## config.mk

```make
export PLATFORM = sky130hd
export DESIGN_NAME = instr_encoder_loader_flat
export DESIGN_NICKNAME = d
export VERILOG_FILES = /design/src/rtl/instr_encoder_loader_if.sv /design/src/rtl/instr_encoder_loader.sv /design/src/flat_wrapper.sv
export SDC_FILE = /design/constraint.sdc
export NUM_CORES = 1
export LEC_CHECK = 0
export ABC_AREA = 1
export CAP_MARGIN = 15
export CORE_ASPECT_RATIO = 0.9
export CORE_UTILIZATION = 35
export CTS_CLUSTER_DIAMETER = 150
export DETAILED_ROUTE_END_ITERATION = 8
export GPL_TIMING_DRIVEN = 0
export PLACE_DENSITY = 0.68
export SLEW_MARGIN = 5
export SYNTH_ARGS = -nofsm -noshare
export SYNTH_HDL_FRONTEND = slang
export SYNTH_SLANG_ARGS = --single-unit
```

## constraint.sdc

```tcl
create_clock -name clk -period 3.25 [get_ports clk]
set_clock_uncertainty 0.2 [all_clocks]
set_input_delay 0.65 -clock clk [delete_from_list [all_inputs] [get_ports clk]]
set_output_delay 0.65 -clock clk [all_outputs]
set_load 0.1 [all_outputs]
```

## src/rtl/instr_encoder_loader_if.sv

```systemverilog
// Field-stream and instruction-memory write-port signals of the encoder/loader.
// The loader is the slave on the field stream and drives the memory port;
// the master modport is the host/memory side.
interface instr_encoder_loader_if #(
  parameter int IMEM_AW = 5
);
  logic               in_valid;
  logic               in_ready;
  logic [4:0]         in_opcode;
  logic [2:0]         in_rd;
  logic [2:0]         in_rs1;
  logic [2:0]         in_rs2;
  logic [4:0]         in_address;
  logic               imem_we;
  logic [IMEM_AW-1:0] imem_addr;
  logic [15:0]        imem_wdata;
  logic               imem_ready;

  modport slave (
    input  in_valid, in_opcode, in_rd, in_rs1, in_rs2, in_address, imem_ready,
    output in_ready, imem_we, imem_addr, imem_wdata
  );

  modport master (
    output in_valid, in_opcode, in_rd, in_rs1, in_rs2, in_address, imem_ready,
    input  in_ready, imem_we, imem_addr, imem_wdata
  );
endinterface

```

## src/rtl/instr_encoder_loader.sv

```systemverilog
// Instruction encoder/loader: packs decoded instruction fields into 16-bit
// words, buffers them in a small FIFO and writes them to consecutive
// instruction-memory addresses during a start..finish load session.
module instr_encoder_loader #(
  parameter int IMEM_AW    = 5,
  parameter int FIFO_DEPTH = 4
) (
  input  logic                  clk,
  input  logic                  rst_n,
  input  logic                  start,
  input  logic [IMEM_AW-1:0]    base_addr,
  input  logic                  finish,
  instr_encoder_loader_if.slave bus,
  output logic                  busy,
  output logic                  done,
  output logic [IMEM_AW:0]      word_count,
  output logic                  err_illegal,
  output logic                  err_wrap
);

  localparam int                 PW        = (FIFO_DEPTH > 1) ? $clog2(FIFO_DEPTH) : 1;
  localparam logic [PW:0]        FULL_CNT  = (PW+1)'(FIFO_DEPTH);
  localparam logic [IMEM_AW:0]   WC_MAX    = {1'b1, {IMEM_AW{1'b0}}};
  localparam logic [IMEM_AW-1:0] ADDR_LAST = '1;

  typedef enum logic [1:0] {IDLE, LOAD, DRAIN} state_t;

  state_t             state_q;
  logic [15:0]        mem_q [FIFO_DEPTH];
  logic [PW-1:0]      wr_ptr_q;
  logic [PW-1:0]      rd_ptr_q;
  logic [PW:0]        cnt_q;
  logic [PW:0]        cnt_d;
  logic [IMEM_AW-1:0] addr_q;
  logic [IMEM_AW:0]   wc_q;
  logic               done_q;
  logic               ill_q;
  logic               wrap_q;

  logic               fifo_empty;
  logic               illegal_in;
  logic               accept;
  logic               push;
  logic               pop;
  logic [15:0]        packed_word;

  // Arithmetic class carries two source registers; every other legal class
  // carries the 5-bit address/immediate in the low bits.
  function automatic logic [15:0] pack_fields(input logic [4:0] op,
                                              input logic [2:0] rd,
                                              input logic [2:0] rs1,
                                              input logic [2:0] rs2,
                                              input logic [4:0] addr);
    if (op[4:2] == 3'b010) return {op, rd, rs2, rs1, 2'b00};
    return {op, rd, 3'b000, addr};
  endfunction

  assign fifo_empty     = (cnt_q == '0);
  assign illegal_in     = (bus.in_opcode[4:3] == 2'b11);
  assign bus.in_ready   = (state_q == LOAD) && (cnt_q != FULL_CNT);
  assign accept         = bus.in_valid && bus.in_ready;
  assign push           = accept && !illegal_in;
  assign busy           = (state_q != IDLE);
  assign bus.imem_we    = !fifo_empty && busy;
  assign pop            = bus.imem_we && bus.imem_ready;
  assign bus.imem_addr  = addr_q;
  assign bus.imem_wdata = fifo_empty ? 16'h0000 : mem_q[rd_ptr_q];
  assign packed_word    = pack_fields(bus.in_opcode, bus.in_rd, bus.in_rs1,
                                      bus.in_rs2, bus.in_address);
  assign done           = done_q;
  assign word_count     = wc_q;
  assign err_illegal    = ill_q;
  assign err_wrap       = wrap_q;

  // FIFO occupancy next state: simultaneous push and pop leaves it unchanged.
  always_comb begin
    cnt_d = cnt_q;
    case ({push, pop})
      2'b10:   cnt_d = cnt_q + 1'b1;
      2'b01:   cnt_d = cnt_q - 1'b1;
      default: cnt_d = cnt_q;
    endcase
  end

  // Packed-word storage; contents are meaningless while the FIFO is empty.
  always_ff @(posedge clk) begin
    if (push) mem_q[wr_ptr_q] <= packed_word;
  end

  // Session FSM, FIFO pointers, write address, counters and sticky flags.
  always_ff @(posedge clk or negedge rst_n) begin
    if (!rst_n) begin
      state_q  <= IDLE;
      wr_ptr_q <= '0;
      rd_ptr_q <= '0;
      cnt_q    <= '0;
      addr_q   <= '0;
      wc_q     <= '0;
      done_q   <= 1'b0;
      ill_q    <= 1'b0;
      wrap_q   <= 1'b0;
    end else begin
      done_q <= 1'b0;
      cnt_q  <= cnt_d;
      if (push) wr_ptr_q <= wr_ptr_q + 1'b1;
      if (pop) begin
        rd_ptr_q <= rd_ptr_q + 1'b1;
        addr_q   <= addr_q + 1'b1;
        if (wc_q != WC_MAX)      wc_q   <= wc_q + 1'b1;
        if (addr_q == ADDR_LAST) wrap_q <= 1'b1;
      end
      if (accept && illegal_in) ill_q <= 1'b1;
      case (state_q)
        IDLE: begin
          if (start) begin
            state_q <= LOAD;
            addr_q  <= base_addr;
            wc_q    <= '0;
            ill_q   <= 1'b0;
            wrap_q  <= 1'b0;
          end
        end
        LOAD: begin
          if (finish) state_q <= DRAIN;
        end
        DRAIN: begin
          // An empty FIFO means the last write has already been accepted.
          if (fifo_empty) begin
            state_q <= IDLE;
            done_q  <= 1'b1;
          end
        end
        default: state_q <= IDLE;
      endcase
    end
  end

endmodule

```

## src/flat_wrapper.sv

```systemverilog
// flat-port wrapper written by rule: the top's interface ports become plain ports
module instr_encoder_loader_flat 
#(
  parameter int IMEM_AW    = 5,
  parameter int FIFO_DEPTH = 4
)
  (clk, rst_n, start, base_addr, finish, busy, done, word_count, err_illegal, err_wrap, bus_in_valid, bus_in_opcode, bus_in_rd, bus_in_rs1, bus_in_rs2, bus_in_address, bus_imem_ready, bus_in_ready, bus_imem_we, bus_imem_addr, bus_imem_wdata);
  instr_encoder_loader_if #(.IMEM_AW(IMEM_AW)) bus_i ();
  input  logic clk;
  input  logic rst_n;
  input  logic start;
  input  logic [IMEM_AW-1:0] base_addr;
  input  logic finish;
  output logic busy;
  output logic done;
  output logic [IMEM_AW:0] word_count;
  output logic err_illegal;
  output logic err_wrap;
  input wire logic [$bits(bus_i.in_valid)-1:0] bus_in_valid;
  input wire logic [$bits(bus_i.in_opcode)-1:0] bus_in_opcode;
  input wire logic [$bits(bus_i.in_rd)-1:0] bus_in_rd;
  input wire logic [$bits(bus_i.in_rs1)-1:0] bus_in_rs1;
  input wire logic [$bits(bus_i.in_rs2)-1:0] bus_in_rs2;
  input wire logic [$bits(bus_i.in_address)-1:0] bus_in_address;
  input wire logic [$bits(bus_i.imem_ready)-1:0] bus_imem_ready;
  output wire logic [$bits(bus_i.in_ready)-1:0] bus_in_ready;
  output wire logic [$bits(bus_i.imem_we)-1:0] bus_imem_we;
  output wire logic [$bits(bus_i.imem_addr)-1:0] bus_imem_addr;
  output wire logic [$bits(bus_i.imem_wdata)-1:0] bus_imem_wdata;
  assign bus_i.in_valid = bus_in_valid;
  assign bus_i.in_opcode = bus_in_opcode;
  assign bus_i.in_rd = bus_in_rd;
  assign bus_i.in_rs1 = bus_in_rs1;
  assign bus_i.in_rs2 = bus_in_rs2;
  assign bus_i.in_address = bus_in_address;
  assign bus_i.imem_ready = bus_imem_ready;
  assign bus_in_ready = bus_i.in_ready;
  assign bus_imem_we = bus_i.imem_we;
  assign bus_imem_addr = bus_i.imem_addr;
  assign bus_imem_wdata = bus_i.imem_wdata;
  instr_encoder_loader #(.IMEM_AW(IMEM_AW), .FIFO_DEPTH(FIFO_DEPTH)) u_core (.clk(clk), .rst_n(rst_n), .start(start), .base_addr(base_addr), .finish(finish), .bus(bus_i), .busy(busy), .done(done), .word_count(word_count), .err_illegal(err_illegal), .err_wrap(err_wrap));
endmodule
```

==> results.md <==
* Net Count, Synth at approximately 420
* Post-route ant nets at 0
* Share of synthesized area spent on multiplexers at 0
* FF-to-FF Start: u_core.cnt_q[0]$_DFFE_PN0P_
* Top_reg_cell synth: edfxtp_1
* Post-synthesis sequential area ratio at 0.6353
* Synth unique cells at 28
* Crit share post-route at 0.9640
* Die W at 113.7 um
* Initial DRC Count at ~150
* Crit-path slowest cell: clkdlybuf4s50_1
* Wirelength per Cell at 13.87 um
* Status: completed
* GRT overflow at 0
* Core Box Area at 0.01090 mm^2
* CTS tree: done
* Routed wire length at 8588 um
* GRT Util Overall at 0.1589
* Compound-cell area share of the yosys netlist at 0.08307
* Required time worst endpoint at 2.40 ns
* Final Non-Filler Cells at 619
* Num Clock Sinks at 87
* CP max FO at 6
* Synth Area in Simple Gates at 0.1706
* Mean Syn Cell Area at 10.24 um^2
* IO buf count at 62
* Ratio of cells with drive above 1 in the final layout at 0.1478
* Largest stage delay, worst path at 1.18 ns
* Hold Fails Final Rpt at 0
* Clock Latency Late Sink at about 0.33 ns
* Fmax at 319.2 MHz
* Initial antenna violation count at 0
* RR Endpoint: u_core.cnt_q[2]$_DFFE_PN0P_
* Worst r2r path cells at 11
* Commonest cells post-synth: nor2_1, edfxtp_1, nand2_1, o21ai_0, inv_1
* DP HPWL at 5856 um
* # rows at 36
* Final Max Tran Viols at 0
* Setup Buffers After CTS at 0
* Post-synth EDFFs at 64
* Worst Tran Pin Value at around 0.99 ns
* XOR/XNOR Fraction of Synth Area at 0.01560
* Maximum Capacitance Violations at 0
* Startpoint types: flop
* Setup CP Type: reg2out
* First-pass GRT wire length at 13,980 um
* Async set-reset flop share out of synthesis at 0.2644
* Nets at 502
* CTS Root Cell: clkbuf_16
* Ys Warns at 0
* Initial Util at 0.3607
* Worst min path class: in2async
* R2R setup slack at 0.95 ns
* CTS Hold Buffers Added at 0
* Synth area leaders: edfxtp_1, dfrtp_1, nor2_1
* Clk buf depth at 2
* Setup crit start: u_core.state_q[1]$_DFFE_PN0P_
* CTS buffer count at 9
* DP Cell Count at 602
* Num ports at 63
* Yosys top cell by area: edfxtp_1
* Antenna Cells at 0
* Minimum clock period at 3.133 ns
* Die height at 102.5 um
* Rel. slew slack at 0.3380
* #FFs+latches synth at between 80 and 90
* Critical Path Sink Type: output port
* Gpl congestion at 0.7286
* Vias at between 2,000 and 3,000
* Placed cell area at around 0.0048 mm^2
* Critical path cell sequence: inv_2 > nand2_1 > a21oi_2 > clkdlybuf4s50_1
* Die area at 0.01166 mm^2
* RSZ-0062 raised after global routing: no
* Combinational family with the most area after synthesis: simple AND/OR/NAND/NOR gates
* Post-Syn Area at 0.003931 mm^2
* Adder-Cell Fraction of Synth Area at 0.03374
* Top-count cell post-synth: nor2_1
* Cell area after layout at 0.005141 mm^2
* Top-area cell type share of the netlist area at 0.4889
* Max H-tree Level at 3
* WP data arrival at approximately 2.3 ns
* Reg clk slew, reported paths at 0.07 ns
* Final setup fails at 0
* First drt pass iteration count at 5
* Largest net degree at the start of global routing at 24
* Vias in the first global route at ~2,700
* Syn-to-layout area delta at 30.78%
* Drt drc at 0
* Post-CTS sizing at 48
* Worst setup path end: bus_in_ready
* Cells after Synth at 384
* Drt via density at 4.603
[flip-flops by register name, indices dropped and copies added (netlist names)]
register,cells
u_core.mem_q,64
u_core.word_count,6
u_core.bus.imem_addr,5
u_core.cnt_q,3
u_core.rd_ptr_q,2
u_core.state_q,2
u_core.wr_ptr_q,2
u_core.done,1
u_core.err_illegal,1
u_core.err_wrap,1
[layout by cell type (no fill, tap or decap), drive strengths merged, types with 15 or more instances in the layout]
cell	synthesis	layout
nor2	81	81
buf	14	19
a21oi	23	23
clkdlybuf4s50	0	46
inv	42	46
clkdlybuf4s15	0	15
nand2	58	58
dfrtp	23	23
o21ai	40	40
edfxtp	64	64
[routing by layer]
metal	vias up	routed length (um)	track usage
met5	-	0	0
met2	83	4132	0.2617
met1	1328	3866	0.2185
met4	0	54	0.04555
li1	1433	-	-
met3	5	535	0.02704
[area by class of cell]
type | instances | area [um^2]
fill | 1018 | 5759
sequential | 87 | 2497
multi-input combinational | 240 | 1201
timing repair buffer | 67 | 710.7
clock buffer | 9 | 225.2
tap | 152 | 190.2
inverter | 42 | 157.7
buffer | 15 | 85.08
clock inverter | 7 | 73.82
[stage by stage]
step           TNS, ns  worst slack, ns  utilization  hold slack, ns
2_1_floorplan        0          0.04138            -          0.1544
3_3_place_gp    -7.073          -0.1217       0.4350          0.3004
3_5_place_dp   -0.2262         -0.06810       0.4411          0.3181
4_1_cts              0          0.09944       0.4704          0.3309
5_1_grt              0         0.006520       0.4716          0.3357
6_report             0           0.1170       0.4716          0.3257
[worst min path at each step]
stage                                   from                                 to  slack (ns)  depth (start not counted)
6_report                               rst_n     u_core.word_count[3]$_DFF_PN0_        0.33                          1
5_1_grt                                rst_n     u_core.word_count[3]$_DFF_PN0_        0.34                          1
4_1_cts        u_core.state_q[0]$_DFFE_PN0P_              u_core.done$_DFF_PN0_        0.33                          1
3_5_place_dp       u_core.err_wrap$_DFF_PN0_          u_core.err_wrap$_DFF_PN0_        0.32                          2
3_3_place_gp     u_core.cnt_q[0]$_DFFE_PN0P_        u_core.cnt_q[0]$_DFFE_PN0P_        0.30                          1
2_1_floorplan                          rst_n  u_core.bus.imem_addr[0]$_DFF_PN0_        0.15                          0
[critical path, delay by kind of cell (launching register included)]
| family | cells | cell delay (ns) |
|---|---|---|
| buffers and inverters | 2 | 1.29 |
| flip-flops | 1 | 0.37 |
| AO/OA/AOI/OAI | 1 | 0.20 |
| AND/OR/NAND/NOR | 1 | 0.10 |
[cells by family (layout without fill, tap and decap cells)]
logic type / Yosys count / after routing
compound gates: 64 / 64
xor+xnor: 7 / 7
fa+ha+maj: 10 / 10
buf+inv: 57 / 140
flops: 87 / 87
simple gates: 159 / 159
Power is left out: the tool's default activity adds up to more than one toggle a clock period on the data nets, which glitch-free logic cannot reach.
